### config.mk
export PLATFORM = sky130hd
export DESIGN_NAME = alu_issue_stage
export DESIGN_NICKNAME = d
export VERILOG_FILES = /design/src/rtl/alu_issue_stage_pkg.sv /design/src/rtl/alu_issue_stage_bypass.sv /design/src/rtl/alu_issue_stage.sv
export SDC_FILE = /design/constraint.sdc
export NUM_CORES = 1
export LEC_CHECK = 0
export ABC_AREA = 1
export BUFFER_PORTS_ARGS = -buffer_cell sky130_fd_sc_hd__buf_2
export CORE_MARGIN = 4
export CORE_UTILIZATION = 40
export DETAILED_ROUTE_END_ITERATION = 8
export PLACE_DENSITY_LB_ADDON = 0.08
export SYNTH_ARGS = -nofsm -noshare
export SYNTH_HDL_FRONTEND = slang
export SYNTH_HIERARCHICAL = 1
export SYNTH_SLANG_ARGS = --single-unit
### constraint.sdc
create_clock -name clock -period 1.6 [get_ports clock]
set_input_delay 0.16 -clock clock [delete_from_list [all_inputs] [get_ports clock]]
set_output_delay 0.16 -clock clock [all_outputs]
set_load 0.02 [all_outputs]
### src/rtl/alu_issue_stage_pkg.sv
// Shared CPU definitions: default datapath widths and ALU opcode encodings.
package alu_issue_stage_pkg;

  localparam int unsigned DefaultWidth = 32;
  localparam int unsigned DefaultRegw  = 5;

  localparam logic [4:0] AluAdd = 5'b00000;
  localparam logic [4:0] AluSub = 5'b00001;
  localparam logic [4:0] AluAnd = 5'b00010;
  localparam logic [4:0] AluOr  = 5'b00011;
  localparam logic [4:0] AluSll = 5'b00100;
  localparam logic [4:0] AluSra = 5'b00101;

endpackage

### src/rtl/alu_issue_stage_bypass.sv
// Operand bypass select: XM beats MW, register 0 is never forwarded.
module bypass_mux
  import alu_issue_stage_pkg::*;
#(
  parameter int unsigned WIDTH = DefaultWidth,
  parameter int unsigned REGW  = DefaultRegw
) (
  input  logic [REGW-1:0]  addr,
  input  logic [WIDTH-1:0] rf_data,
  input  logic             xm_we,
  input  logic [REGW-1:0]  xm_rd,
  input  logic [WIDTH-1:0] xm_data,
  input  logic             mw_we,
  input  logic [REGW-1:0]  mw_rd,
  input  logic [WIDTH-1:0] mw_data,
  output logic [WIDTH-1:0] data
);

  logic addr_nz;
  assign addr_nz = (addr != '0);

  always_comb begin
    data = rf_data;
    if (xm_we && (xm_rd == addr) && addr_nz) begin
      data = xm_data;
    end else if (mw_we && (mw_rd == addr) && addr_nz) begin
      data = mw_data;
    end
  end

endmodule

### src/rtl/alu_issue_stage.sv
// Two-entry issue skid buffer between decode and the ALU, forwarding operands on
// capture and refreshing held entries from the XM/MW bypass buses every cycle.
module alu_issue_stage
  import alu_issue_stage_pkg::*;
#(
  parameter int unsigned WIDTH = DefaultWidth,
  parameter int unsigned REGW  = DefaultRegw
) (
  input  logic             clock,
  input  logic             reset,
  input  logic             flush,
  input  logic             in_valid,
  output logic             in_ready,
  input  logic [REGW-1:0]  in_aluop,
  input  logic [REGW-1:0]  in_shamt,
  input  logic [REGW-1:0]  in_rs_addr,
  input  logic [REGW-1:0]  in_rt_addr,
  input  logic [WIDTH-1:0] in_rs_data,
  input  logic [WIDTH-1:0] in_rt_data,
  input  logic             in_imm_sel,
  input  logic [WIDTH-1:0] in_imm,
  input  logic             xm_we,
  input  logic [REGW-1:0]  xm_rd,
  input  logic [WIDTH-1:0] xm_data,
  input  logic             mw_we,
  input  logic [REGW-1:0]  mw_rd,
  input  logic [WIDTH-1:0] mw_data,
  output logic             out_valid,
  input  logic             out_ready,
  output logic [WIDTH-1:0] out_operandA,
  output logic [WIDTH-1:0] out_operandB,
  output logic [REGW-1:0]  out_aluop,
  output logic [REGW-1:0]  out_shamt
);

  logic [1:0] cnt_q, cnt_d;
  logic       head_q, head_d;
  logic       tail_q, tail_d;
  logic       rdy_q;
  logic       accept, pop;

  logic [REGW-1:0]  aluop_q   [2];
  logic [REGW-1:0]  shamt_q   [2];
  logic [REGW-1:0]  rs_addr_q [2];
  logic [REGW-1:0]  rt_addr_q [2];
  logic             imm_sel_q [2];
  logic [WIDTH-1:0] a_q       [2];
  logic [WIDTH-1:0] b_q       [2];
  logic [WIDTH-1:0] imm_q     [2];

  logic [REGW-1:0]  aluop_d   [2];
  logic [REGW-1:0]  shamt_d   [2];
  logic [REGW-1:0]  rs_addr_d [2];
  logic [REGW-1:0]  rt_addr_d [2];
  logic             imm_sel_d [2];
  logic [WIDTH-1:0] a_d       [2];
  logic [WIDTH-1:0] b_d       [2];
  logic [WIDTH-1:0] imm_d     [2];

  logic [WIDTH-1:0] a_ref [2];
  logic [WIDTH-1:0] b_ref [2];
  logic [WIDTH-1:0] cap_a, cap_b;

  // rdy_q keeps in_ready low until the first edge after reset release.
  assign in_ready  = rdy_q && (cnt_q != 2'd2);
  assign out_valid = (cnt_q != 2'd0);
  assign accept    = in_valid && in_ready;
  assign pop       = out_valid && out_ready;

  bypass_mux #(.WIDTH(WIDTH), .REGW(REGW)) u_cap_a (
    .addr(in_rs_addr), .rf_data(in_rs_data),
    .xm_we(xm_we), .xm_rd(xm_rd), .xm_data(xm_data),
    .mw_we(mw_we), .mw_rd(mw_rd), .mw_data(mw_data),
    .data(cap_a)
  );

  bypass_mux #(.WIDTH(WIDTH), .REGW(REGW)) u_cap_b (
    .addr(in_rt_addr), .rf_data(in_rt_data),
    .xm_we(xm_we), .xm_rd(xm_rd), .xm_data(xm_data),
    .mw_we(mw_we), .mw_rd(mw_rd), .mw_data(mw_data),
    .data(cap_b)
  );

  for (genvar g = 0; g < 2; g++) begin : g_entry
    bypass_mux #(.WIDTH(WIDTH), .REGW(REGW)) u_ref_a (
      .addr(rs_addr_q[g]), .rf_data(a_q[g]),
      .xm_we(xm_we), .xm_rd(xm_rd), .xm_data(xm_data),
      .mw_we(mw_we), .mw_rd(mw_rd), .mw_data(mw_data),
      .data(a_ref[g])
    );

    bypass_mux #(.WIDTH(WIDTH), .REGW(REGW)) u_ref_b (
      .addr(rt_addr_q[g]), .rf_data(b_q[g]),
      .xm_we(xm_we), .xm_rd(xm_rd), .xm_data(xm_data),
      .mw_we(mw_we), .mw_rd(mw_rd), .mw_data(mw_data),
      .data(b_ref[g])
    );
  end

  always_comb begin
    cnt_d  = cnt_q;
    head_d = head_q;
    tail_d = tail_q;
    if (flush) begin
      cnt_d  = 2'd0;
      head_d = 1'b0;
      tail_d = 1'b0;
    end else begin
      if (accept) tail_d = ~tail_q;
      if (pop)    head_d = ~head_q;
      unique case ({accept, pop})
        2'b10:   cnt_d = cnt_q + 2'd1;
        2'b01:   cnt_d = cnt_q - 2'd1;
        default: cnt_d = cnt_q;
      endcase
    end
  end

  // Every slot tracks the bypass buses; the slot being written takes decode data instead.
  always_comb begin
    for (int i = 0; i < 2; i++) begin
      aluop_d[i]   = aluop_q[i];
      shamt_d[i]   = shamt_q[i];
      rs_addr_d[i] = rs_addr_q[i];
      rt_addr_d[i] = rt_addr_q[i];
      imm_sel_d[i] = imm_sel_q[i];
      imm_d[i]     = imm_q[i];
      a_d[i]       = a_ref[i];
      b_d[i]       = b_ref[i];
      if (accept && (int'(tail_q) == i)) begin
        aluop_d[i]   = in_aluop;
        shamt_d[i]   = in_shamt;
        rs_addr_d[i] = in_rs_addr;
        rt_addr_d[i] = in_rt_addr;
        imm_sel_d[i] = in_imm_sel;
        imm_d[i]     = in_imm;
        a_d[i]       = cap_a;
        b_d[i]       = cap_b;
      end
    end
  end

  always_ff @(posedge clock or negedge reset) begin
    if (!reset) begin
      cnt_q  <= 2'd0;
      head_q <= 1'b0;
      tail_q <= 1'b0;
      rdy_q  <= 1'b0;
    end else begin
      cnt_q  <= cnt_d;
      head_q <= head_d;
      tail_q <= tail_d;
      rdy_q  <= 1'b1;
    end
  end

  always_ff @(posedge clock or negedge reset) begin
    if (!reset) begin
      for (int i = 0; i < 2; i++) begin
        aluop_q[i]   <= '0;
        shamt_q[i]   <= '0;
        rs_addr_q[i] <= '0;
        rt_addr_q[i] <= '0;
        imm_sel_q[i] <= 1'b0;
        imm_q[i]     <= '0;
        a_q[i]       <= '0;
        b_q[i]       <= '0;
      end
    end else begin
      for (int i = 0; i < 2; i++) begin
        aluop_q[i]   <= aluop_d[i];
        shamt_q[i]   <= shamt_d[i];
        rs_addr_q[i] <= rs_addr_d[i];
        rt_addr_q[i] <= rt_addr_d[i];
        imm_sel_q[i] <= imm_sel_d[i];
        imm_q[i]     <= imm_d[i];
        a_q[i]       <= a_d[i];
        b_q[i]       <= b_d[i];
      end
    end
  end

  assign out_operandA = a_q[head_q];
  assign out_operandB = imm_sel_q[head_q] ? imm_q[head_q] : b_q[head_q];
  assign out_aluop    = aluop_q[head_q];
  assign out_shamt    = shamt_q[head_q];

endmodule

==> summary.txt <==
Final layout
  – Design Area, Final: ~28000 sq um
  – Area growth, synth to finish: 50.5%
  – Share of cells above drive strength 1: between 30% and 40%
  – N_diodes: 0
  – Post-layout net count: between 3000 and 4000
  – Non-filler cells, final: 4068

Worst setup path
  – Most frequent cell on the critical path: nand2_1
  – Crit Path Class: flip-flop to primary output
  – Slowest CP cell: dfrtp_4
  – Critical-path maximum fanout: 16
  – Worst path arrival time: roughly 2100 ps
  – Length in cells of the worst reg-to-reg path: 15
  – Crit. End Element: primary output
  – Req. time, crit path: roughly 1400 ps
  – Worst path max stage delay: roughly 560 ps
  – Critical path cell sequence: inv_4, buf_12, nand2_1, nand2_1, nand2_1, o21ai_1, buf_4
  – CP Launch Type: flip-flop

Clock network
  – H-tree levels: 1
  – Worst-path clk slew: 60 ps
  – CTS tree: done
  – Number of buffers created by CTS: 31
  – CTS Sinks: approximately 240
  – Later-pin clock latency in the skew report: 600 ps
  – CTS max path bufs: 3
  – Clk root buf: clkbuf_16

Global route
  – Initial antenna violation count: 2
  – Total Routing Usage GR: 28.9%
  – Number of global-route vias before repair: approximately 20000
  – Total congestion overflow: 0
  – First-pass GRT wire length: between 100000 and 150000 microns
  – Largest net degree at the start of global routing: slightly below 90

Synthesis
  – Post-synth ARST share: 100%
  – Syn Nets: 3184
  – Sequential fraction of the synthesis area: between 30% and 40%
  – Post-Syn Instances: 2986
  – Post-Syn Area: about 19000 sq um
  – Syn avg cell area: roughly 6.2 sq um
  – Cell taking the most area after synthesis: dfrtp_1
  – Post-synth EDFFs: 0
  – Dominant cells by area after synthesis: dfrtp_1, nand2_1, inv_1
  – Post-synthesis sequential element count: 239
  – Yosys top cell area share: about 32%
  – Synth warnings: 6
  – Top post-synthesis cells by count: nand2_1, inv_1, nand3_1
  – Library cells used by synthesis: 26
  – Synth Flop Type: dfrtp_1
  – Cell with the most instances after synthesis: nand2_1

Placed design
  – Detailed placer's ending HPWL: between 40000 and 50000 microns
  – Port bufs: around 270
  – Gpl congestion: between 0.8 and 0.9
  – Cell Area, Placed: 21100 sq um
  – Inst Count DP: between 3000 and 4000

Floorplanning
  – I/O Pins: approximately 270
  – Die height: roughly 220 microns
  – Core box area: roughly 46000 sq um
  – Starting Density: between 40% and 50%
  – Row count: 78
  – Chip Width: 223 microns
  – Die ar.: around 50000 sq um

Timing
  – Tcrit/Tclk final: 142%
  – Fmax: between 400 and 500 MHz
  – Setup-failing EPs final: 207
  – Setup tns final: -63720 ps
  – RSZ-0062 raised after global routing: true
  – Setup WS post-layout: -673 ps
  – Period minus WS final: between 2000 and 2500 ps
  – Clk_skew: between 10 and 15 ps
  – Final hold vios: 0
  – Final Hold Slack: around 21 ps
  – Slew Limit Fails: 0

Flow run
  – Max-cap viol count: 0

Detailed routing
  – Vias per cell: ~5.1
  – Final WL: a little under 80000 microns
  – TritonRoute pass-1 iters: 7
  – Antenna viol nets, final: 0
  – Post-DR wirelength/cell: 19.5 microns
  – Iteration-0 DRC count of the detailed router: between 1500 and 2000
  – Drt drc: 0
  – Via count: 20900

Min path
  – Worst Hold Depth: 7
  – Worst hold path type: input port to flip-flop

Status
  – Failing checks: setup timing
  – Status: finished with violations

Power and ir drop
  – Cell Pwr Density: 1290 nW/um^2
  – Max IR drop VDD: 871 uV
  – Leakage: approximately 16 nW
final timing paths:
path	end	slack (ps)	from
worst min register to register	imm_q[50]$_DFFE_PN0P_	490	imm_q[50]$_DFFE_PN0P_
max in group asynchronous	imm_q[39]$_DFFE_PN0P_	20	reset
worst max-delay path	out_operandB[22]	-670	head_q$_DFFE_PN0P_
worst max register to register	a_q[45]$_DFF_PN0_	-300	rs_addr_q[8]$_DFFE_PN0P_
worst min-delay path	a_q[13]$_DFF_PN0_	20	in_rs_data[13]
min in group asynchronous	imm_q[34]$_DFFE_PN0P_	540	reset
per-stage QoR:
| stage | setup slack (ps) | power (mW) | utilization (%) |
|---|---|---|---|
| global route | -699 | 38.1 | 61.1 |
| global placement | -306 | 22.0 | 46.3 |
| finish | -673 | 35.9 | 61.1 |
| floorplan | 18.5 | 17.9 | - |
| detailed placement | -269 | 22.2 | 46.3 |
| CTS | -664 | 33.2 | 55.8 |
cell type report:
| type | count | area, sq um |
|---|---|---|
| clock buffers | 43 | 891 |
| clock inverters | 14 | 206 |
| fillers | 4112 | 17700 |
| inverters | 592 | 2240 |
| multi-input cells | 1989 | 11500 |
| flip-flops and latches | 239 | 5990 |
| well taps | 600 | 751 |
| repair buffers | 591 | 6270 |
logic make-up (layout without fill, tap and decap cells):
group / after synthesis / after routing / share of synthesized area (%)
AOI/OAI and AO/OA: 271 / 271 / 8.01
muxes: 33 / 33 / 1.81
xor gates and xnor gates: 19 / 19 / 0.899
DFF: 239 / 239 / 32.3
other: 1 / 1 / 0.0203
buffers and inverters: 758 / 1240 / 18.4
and+or+nand+nor: 1665 / 1665 / 38.6
flip-flops by register name (all words and copies together), names as in the netlist, 2 cells and up:
register   cells
imm_q         64
shamt_q       10
rt_addr_q     10
a_q           64
imm_sel_q      2
b_q           64
rs_addr_q     10
cnt_q          2
aluop_q       10
critical path, delay by kind of cell (launching register included):
kind	cells	cell delay [ps]
AND/OR/NAND/NOR	3	300
flip-flops	1	560
AO/OA/AOI/OAI	1	130
buffers and inverters	3	520
power by group:
| group | internal [mW] | total (mW) | switching (mW) |
|---|---|---|---|
| Combinational | 8.26 | 18.6 | 10.3 |
| Clock | 4.66 | 7.60 | 2.94 |
| Sequential | 8.20 | 9.71 | 1.51 |
placed cells by master, fill, tap and decap left out, types with 80 or more instances in the layout:
cell type,n
nand2_1,978
nand3_2,144
nand2_2,104
buf_6,80
nand3_1,229
inv_1,548
dlygate4sd3_1,90
o21ai_1,177
buf_4,82
nand2_4,123
buf_2,210
dfrtp_1,236
routing by layer:
| layer | track usage [%] | wire length, microns | up-vias |
|---|---|---|---|
| met5 | 0 | 32 | - |
| met4 | 8.63 | 3240 | 4 |
| met3 | 4.43 | 6400 | 234 |
| met2 | 47.2 | 36500 | 930 |
| met1 | 39.7 | 33400 | 9769 |
| li1 | - | - | 9979 |
repair_timing:
item                                    in CTS  in global routing
endpoints found under the setup margin     227                245
gates resized for setup                    377                449
pin swaps                                   89                197
gates cloned                                26                 28
hold endpoints to repair                   436                  0
buffers inserted                            42                 26
hold buffers                                90                  0
(Power assumes the default switching activity.)
